`config.mk`:
```
export PLATFORM = sky130hd
export DESIGN_NAME = panel_driver_flat
export DESIGN_NICKNAME = d
export VERILOG_FILES = /design/src/rtl/panel_driver_if.sv /design/src/rtl/panel_driver.sv /design/src/flat_wrapper.sv
export SDC_FILE = /design/constraint.sdc
export NUM_CORES = 1
export LEC_CHECK = 0
export BUFFER_PORTS_ARGS = -buffer_cell sky130_fd_sc_hd__buf_2
export CORE_ASPECT_RATIO = 0.9
export CORE_MARGIN = 3
export CORE_UTILIZATION = 25
export DETAILED_ROUTE_END_ITERATION = 16
export MAX_ROUTING_LAYER = met4
export PLACE_DENSITY = 0.52
export SKIP_CTS_REPAIR_TIMING = 1
export SLEW_MARGIN = 30
export SYNTH_ARGS = -nofsm -noshare
export SYNTH_HDL_FRONTEND = slang
export SYNTH_SLANG_ARGS = --single-unit
```
`constraint.sdc`:
```
create_clock -name clk_in -period 1.7 [get_ports clk_in]
set_input_delay 0.34 -clock clk_in [delete_from_list [all_inputs] [get_ports clk_in]]
set_output_delay 0.34 -clock clk_in [all_outputs]
set_load 0.02 [all_outputs]
```
`src/rtl/panel_driver_if.sv`:
```
// Framebuffer read port between the panel driver (master) and the
// synchronous-read dual-bank pixel RAM (slave).
interface panel_driver_if #(
    parameter int PWM_WIDTH = 12
);
    logic [9:0]             fb_addr;
    logic [6*PWM_WIDTH-1:0] fb_data;

    modport master (output fb_addr, input  fb_data);
    modport slave  (input  fb_addr, output fb_data);
endinterface

```
`src/rtl/panel_driver.sv`:
```
// panel_driver: turns scan timing into panel pins. It reads the framebuffer,
// compares the six channel intensities against the PWM phase and drives
// RGB/CLK-enable/LAT/OE_n/ABC. It also owns tear-free front/back bank swapping.
module panel_driver #(
    parameter int PWM_WIDTH    = 12,
    parameter int BLANK_CYCLES = 2
) (
    input  logic                 clk_in,
    input  logic                 reset,
    input  logic [2:0]           line,
    input  logic [5:0]           col,
    input  logic                 lat,
    input  logic [PWM_WIDTH-1:0] pwm,
    input  logic                 frame_clk,
    input  logic                 swap_req,
    output logic                 swap_ack,
    output logic                 front_bank,
    panel_driver_if.master       fb,
    output logic [5:0]           rgb,
    output logic                 pclk_en,
    output logic                 panel_lat,
    output logic                 oe_n,
    output logic [2:0]           abc
);

    localparam int              CNT_W      = 6;
    localparam logic [CNT_W-1:0] BLANK_LOAD = CNT_W'(BLANK_CYCLES - 1);

    logic                 swap_go;
    logic                 bank_eff;

    logic                 front_bank_q, front_bank_d;
    logic                 swap_ack_q,   swap_ack_d;

    logic                 v1_q,       v1_d;
    logic [PWM_WIDTH-1:0] pwm_s1_q,   pwm_s1_d;
    logic                 lat_s1_q,   lat_s1_d;
    logic [2:0]           line_s1_q,  line_s1_d;

    logic [5:0]           rgb_q,       rgb_d;
    logic                 pclk_en_q,   pclk_en_d;
    logic                 panel_lat_q, panel_lat_d;
    logic [2:0]           last_line_q, last_line_d;
    logic [2:0]           abc_q,       abc_d;
    logic [CNT_W-1:0]     blank_cnt_q, blank_cnt_d;
    logic                 shown_q,     shown_d;
    logic                 oe_n_q,      oe_n_d;

    // Bank selection: a swap taken on frame_clk already steers this cycle's read.
    always_comb begin
        swap_go      = swap_req & frame_clk;
        bank_eff     = front_bank_q ^ swap_go;
        fb.fb_addr   = {bank_eff, line, col};
        front_bank_d = bank_eff;
        swap_ack_d   = swap_go;
    end

    // Stage 1: timing info travels alongside its read so the phase matches the RAM data.
    always_comb begin
        v1_d      = 1'b1;
        pwm_s1_d  = pwm;
        lat_s1_d  = lat;
        line_s1_d = line;
    end

    // Stage 2: PWM compare, latch/row select and OE blanking for the next cycle.
    always_comb begin
        rgb_d = '0;
        for (int k = 0; k < 6; k++) begin
            if (v1_q) begin
                rgb_d[k] = (fb.fb_data[k*PWM_WIDTH +: PWM_WIDTH] > pwm_s1_q);
            end
        end

        pclk_en_d = v1_q;

        // The very first col 0 after reset has no previous line to latch.
        panel_lat_d = lat_s1_q & v1_q & pclk_en_q;

        last_line_d = v1_q ? line_s1_q : last_line_q;
        abc_d       = panel_lat_d ? last_line_q : abc_q;

        blank_cnt_d = blank_cnt_q;
        if (panel_lat_q) begin
            blank_cnt_d = BLANK_LOAD;
        end else if (blank_cnt_q != '0) begin
            blank_cnt_d = blank_cnt_q - CNT_W'(1);
        end

        shown_d = shown_q | panel_lat_q;
        oe_n_d  = ~shown_d | panel_lat_d | (blank_cnt_d != '0);
    end

    // All state registers; reset returns the panel to dark and the pipe to empty.
    always_ff @(posedge clk_in or posedge reset) begin
        if (reset) begin
            front_bank_q <= 1'b0;
            swap_ack_q   <= 1'b0;
            v1_q         <= 1'b0;
            pwm_s1_q     <= '0;
            lat_s1_q     <= 1'b0;
            line_s1_q    <= '0;
            rgb_q        <= '0;
            pclk_en_q    <= 1'b0;
            panel_lat_q  <= 1'b0;
            last_line_q  <= '0;
            abc_q        <= '0;
            blank_cnt_q  <= '0;
            shown_q      <= 1'b0;
            oe_n_q       <= 1'b1;
        end else begin
            front_bank_q <= front_bank_d;
            swap_ack_q   <= swap_ack_d;
            v1_q         <= v1_d;
            pwm_s1_q     <= pwm_s1_d;
            lat_s1_q     <= lat_s1_d;
            line_s1_q    <= line_s1_d;
            rgb_q        <= rgb_d;
            pclk_en_q    <= pclk_en_d;
            panel_lat_q  <= panel_lat_d;
            last_line_q  <= last_line_d;
            abc_q        <= abc_d;
            blank_cnt_q  <= blank_cnt_d;
            shown_q      <= shown_d;
            oe_n_q       <= oe_n_d;
        end
    end

    assign front_bank = front_bank_q;
    assign swap_ack   = swap_ack_q;
    assign rgb        = rgb_q;
    assign pclk_en    = pclk_en_q;
    assign panel_lat  = panel_lat_q;
    assign oe_n       = oe_n_q;
    assign abc        = abc_q;

endmodule

```
`src/flat_wrapper.sv`:
```
// flat-port wrapper written by rule: the top's interface ports become plain ports
module panel_driver_flat 
#(
    parameter int PWM_WIDTH    = 12,
    parameter int BLANK_CYCLES = 2
)
  (clk_in, reset, line, col, lat, pwm, frame_clk, swap_req, swap_ack, front_bank, rgb, pclk_en, panel_lat, oe_n, abc, fb_fb_addr, fb_fb_data);
  panel_driver_if #(.PWM_WIDTH(PWM_WIDTH)) fb_i ();
  input  logic clk_in;
  input  logic reset;
  input  logic [2:0] line;
  input  logic [5:0] col;
  input  logic lat;
  input  logic [PWM_WIDTH-1:0] pwm;
  input  logic frame_clk;
  input  logic swap_req;
  output logic swap_ack;
  output logic front_bank;
  output logic [5:0] rgb;
  output logic pclk_en;
  output logic panel_lat;
  output logic oe_n;
  output logic [2:0] abc;
  output wire logic [$bits(fb_i.fb_addr)-1:0] fb_fb_addr;
  input wire logic [$bits(fb_i.fb_data)-1:0] fb_fb_data;
  assign fb_fb_addr = fb_i.fb_addr;
  assign fb_i.fb_data = fb_fb_data;
  panel_driver #(.PWM_WIDTH(PWM_WIDTH), .BLANK_CYCLES(BLANK_CYCLES)) u_core (.clk_in(clk_in), .reset(reset), .line(line), .col(col), .lat(lat), .pwm(pwm), .frame_clk(frame_clk), .swap_req(swap_req), .swap_ack(swap_ack), .front_bank(front_bank), .fb(fb_i), .rgb(rgb), .pclk_en(pclk_en), .panel_lat(panel_lat), .oe_n(oe_n), .abc(abc));
endmodule
```
-- Word level (Yosys, flattened, before mapping)
Index checks and enable logic that the tools add are counted.
Widths: inputs -> output; s select.
- flip-flop bits (word level): 41
- word-level logic and storage cells: 39
- $add $sub $neg: 1
- $lt $le $gt $ge: 6
- mux-type cells: 8
- bitwise logic cells: 8
- reduce and logical (&&, ||, !) cells: 2
- operator list (operator ; count):
    $gt 12x12->1 ; 6
    $mux 6 ; 2
    $reduce_bool 6->1 ; 2
    $mux 1 ; 6
    $sub 6x1->6 const B ; 1
    $and 1x1->1 ; 3
    $or 1x1->1 ; 3
    $not 1->1 ; 1
    $xor 1x1->1 ; 1

-- Depth between registers and ports, before layout
- word-level depth: 5
- depth in mapped cells: 7

-- Worst setup path before layout
No wires, ideal clock.
- kind: reg2reg
- from: register u_core.blank_cnt_q[1]
- to: register u_core.oe_n_q (netlist: u_core.oe_n)
- setup time: 94 ps
- arrival time: 1661 ps
- path slack: -55 ps
- stages on the path, launching flop included: 8
- buffers on the path: 0
- period minus slack after synthesis: 1755 ps
- cells stage by stage: dfrtp_1 inv_1 ha_1 nor2b_1 and2_4 xnor2_1 nand2b_1 or4_1
- longest elaborated chain between the ends: 5
- ends and longest elaborated chain (element ; RTL line ; RTL):
    start, declared ; panel_driver.sv:45 ; logic [CNT_W-1:0] blank_cnt_q, blank_cnt_d;
    start signal, assigned ; panel_driver.sv:123 ; blank_cnt_q <= blank_cnt_d;
    $reduce_bool 6->1 ; panel_driver.sv:86 ; end else if (blank_cnt_q != '0) begin
    $mux 6 ; panel_driver.sv:86 ;
    $mux 6 ; panel_driver.sv:84 ; if (panel_lat_q) begin
    named net u_core.blank_cnt_d[0] ; panel_driver.sv:45 ;
    $reduce_bool 6->1 ; panel_driver.sv:91 ; oe_n_d = ~shown_d | panel_lat_d | (blank_cnt_d != '0);
    $or 1x1->1 ; panel_driver.sv:91 ;
    named net u_core.oe_n_d ; panel_driver.sv:47 ; logic oe_n_q, oe_n_d;
    end signal, assigned ; panel_driver.sv:125 ; oe_n_q <= oe_n_d;
    end, declared ; panel_driver.sv:47 ;
The timed path passes the listed nets, and every way through them passes these cells.
A chain may end at the register's enable or synchronous reset.

-- Final worst setup path
- from: register u_core.blank_cnt_q[1]
- to: register u_core.oe_n_q (netlist: u_core.oe_n)
- longest elaborated chain between the ends: 5
- ends and longest elaborated chain (element ; RTL line):
    $sub 6x1->6 or $reduce_bool 6->1 (tied branches) ; panel_driver.sv:87, panel_driver.sv:86
    $mux 6 * ; panel_driver.sv:86
    $mux 6 * ; panel_driver.sv:84
    $reduce_bool 6->1 * ; panel_driver.sv:91
    $or 1x1->1 * ; panel_driver.sv:91
    named net u_core.oe_n_d ; panel_driver.sv:47
The timed path passes the listed nets; every way through them passes the cells marked *.

==> qor.yml <==
outcome: "complete, but fails checks"
violations: "negative setup slack"
antenna_found_initial: 0
r2r_end: "u_core.oe_n"
whs_ns: 0.0799
p_sw_share_pct: 34.5
clock_path_buffers: 2
ios: 122
start_util_pct: 26.0
p_per_area_nw_per_um2: 883
ys_warn_count: 0
clock_power_share_pct: 26.3
final_cell_mix: "buf_2, ha_1, dfrtp_1"
n_fill_cell: 1196
p_int_mw: 2.44
drt_wl_total_mm: 9.26
layout_commonest_cell: "buf_2"
drv_cap: 0
hold_path_class: "primary input to asynchronous set/reset pin"
diodes: 0
wire_per_inst_um: 15.6
dp_hpwl_mm: 7.68
cts_tree: "yes"
portBuffers: 109
ir_worst_vdd_mv: 0.398
clkTransAtPathRegs_ns: 0.07
synthTopCellsByArea: "dfrtp_1, ha_1, a21oi_1, nand4_1, buf_4"
yosysUniqueCellTypes: 41
cpPeakStageDelay_ns: 0.48
r2r.worst_path.cells: 7
synthCells: 295
crit_path_cell_trace: "inv_2 > ha_4 > nor2b_4 > and2_4 > a21oi_2 > o2bb2ai_1 > or4_1"
synth-edff-count: 0
fin_skew_ns: 0.00766
avgViaCountPerCell: 4.56
netlist_area_um2: 3020
dieArea_um2: 13400
dr_total_vias: 2707
setup_viol: 1
fp.dieW_um: 122
critPathRequiredTime_ns: 1.90
async_reset_ff_share_pct: 100
rsz0062_at_grt: "yes"
critical_path.slowest_cell: "or4_1"
worstSkewPairLatency_ns: 0.29
finalNetCount: 608
synth_top_area_share_pct: 33.2
place_congestion: 0.804
layout_setup_ws_ns: -0.0391
core_um2: 11600
grt_max_degree: 42
combPwrFrac_pct: 40.2
switchingPower_mw: 1.29
path_max_fanout: 3
route.detailed.drc: 0
syn_nets: 467
finalCritPeriodShare_pct: 102
hold_violations: 0
synthToLayoutAreaGrowth_pct: 39.9
crit_family: "simple AND/OR/NAND/NOR gates"
crit_path_end_kind: "flip-flop"
rrSetupSlack_ns: -0.04
final_cells: 593
yosysTopAreaCell: "dfrtp_1"
finalCriticalPeriod_ns: 1.74
fp-row-count: 37
first_global_vias: 2615
slew_viol_final: 0
cts_sinks: 41
gr-usage-all-layers_pct: 13.8
grt_pass1_wl_mm: 13.7
h-tree-depth: 2
overflow: 0
cts_buffers: 5
synth_area_per_cell_um2: 10.2
die_y_um: 110
cts_root_buf: "clkbuf_16"
arrival_ns: 1.94
worstSetupPathType: "flip-flop to flip-flop"
antenna_left: 0
p_seq_share_pct: 33.5
yosysSeqAreaShare_pct: 34.0
cp_num_buf_inv: 1
placedCellCount: 582
ys_ff_latch: 41
dr.pass1.iters: 4
p_leak_nw: 2.17
drive_gt1_share_pct: 43.2
ys.flop_type: "dfrtp_1"
fmax_ghz: 0.575
r2r-start: "u_core.blank_cnt_q[1]"
drt_iter0_drc: 82
start_kind: "flip-flop"
## tightest hold or removal path: stages
cell and delay, ns:
buf_2 0.10, inv_2 0.06, buf_12 0.23
## worst max-delay path by stage
| stage | start | end | slack (ns) | cells after the start |
|---|---|---|---|---|
| finish | u_core.blank_cnt_q[1] | u_core.oe_n | -0.04 | 7 |
| global route | u_core.blank_cnt_q[1] | u_core.oe_n | -0.10 | 7 |
| CTS | u_core.pwm_s1_q[10] | u_core.rgb[1] | -0.11 | 8 |
| detailed placement | u_core.pwm_s1_q[10] | u_core.rgb[1] | -0.10 | 8 |
| global placement | u_core.pwm_s1_q[9] | u_core.rgb[5] | -0.07 | 8 |
| floorplan | u_core.blank_cnt_q[0] | u_core.oe_n | 0.005 | 6 |
## kinds of logic after synthesis
group | count (synthesis) | synth area share (%)
adders and majority gates | 74 | 30.7
and+or+nand+nor | 69 | 12.1
AOI/OAI and AO/OA | 66 | 13.8
DFF | 41 | 34.0
buffers and inverters | 32 | 5.22
muxes | 8 | 2.90
xor gates and xnor gates | 4 | 1.16
other | 1 | 0.124
## per-stage QoR
step	power [mW]	worst slack, ns	area, um^2	setup TNS (ns)	util, %
after floorplan	2.11	0.00465	3030	0	-
after global placement	2.61	-0.0700	3950	-0.181	34.0
after detailed placement	2.64	-0.103	3950	-0.232	34.0
after CTS	3.65	-0.114	4100	-0.301	35.3
after global routing	4.00	-0.101	4220	-0.163	36.3
final	3.73	-0.0391	4220	-0.0391	36.3
## Yosys cell counts (3+ instances only)
library cell	count
a211oi_1	4
a21oi_1	33
buf_4	10
dfrtp_1	40
ha_1	74
inv_1	20
mux2_2	6
nand2_1	14
nand3_1	6
nand4_1	17
nor2_1	10
nor2b_1	8
nor3_1	5
o211ai_1	6
o21ai_0	6
o21bai_1	3
o31ai_1	4
xnor2_1	3
## state kept, by name, indices dropped and copies added, names as in the netlist, 3 cells and up
signal and count:
u_core.pwm_s1_q 12, u_core.blank_cnt_q 6, u_core.rgb 6, u_core.abc 3
u_core.last_line_q 3, u_core.line_s1_q 3
## layer usage
metal	global-route usage (%)	vias up	share of wire, %
li1	-	1368	-
met1	20.1	1255	51
met2	20.6	80	44
met3	2.30	4	4.6
met4	2.00	0	0.50
met5	-	-	0
## power by group through the flow
| stage | Sequential, mW | Combinational (mW) | Clock, mW |
|---|---|---|---|
| 2_1_floorplan | 1.33 | 0.785 | 0 |
| 3_3_place_gp | 1.26 | 1.35 | 0 |
| 3_5_place_dp | 1.26 | 1.38 | 0 |
| 4_1_cts | 1.24 | 1.39 | 1.02 |
| 5_1_grt | 1.27 | 1.67 | 1.05 |
| 6_report | 1.25 | 1.50 | 0.981 |
## layout make-up
cell class / count / area (um^2) / share of cell area, %
inverter: 21 / 78.8 / 1.87
timing repair buffer: 145 / 832 / 19.7
clock inverter: 3 / 25.0 / 0.593
tap: 156 / 195 / 4.62
multi-input combinational: 222 / 1940 / 45.9
sequential: 41 / 1030 / 24.4
clock buffer: 5 / 125 / 2.96
No activity file was read; power rests on OpenSTA's default activity.
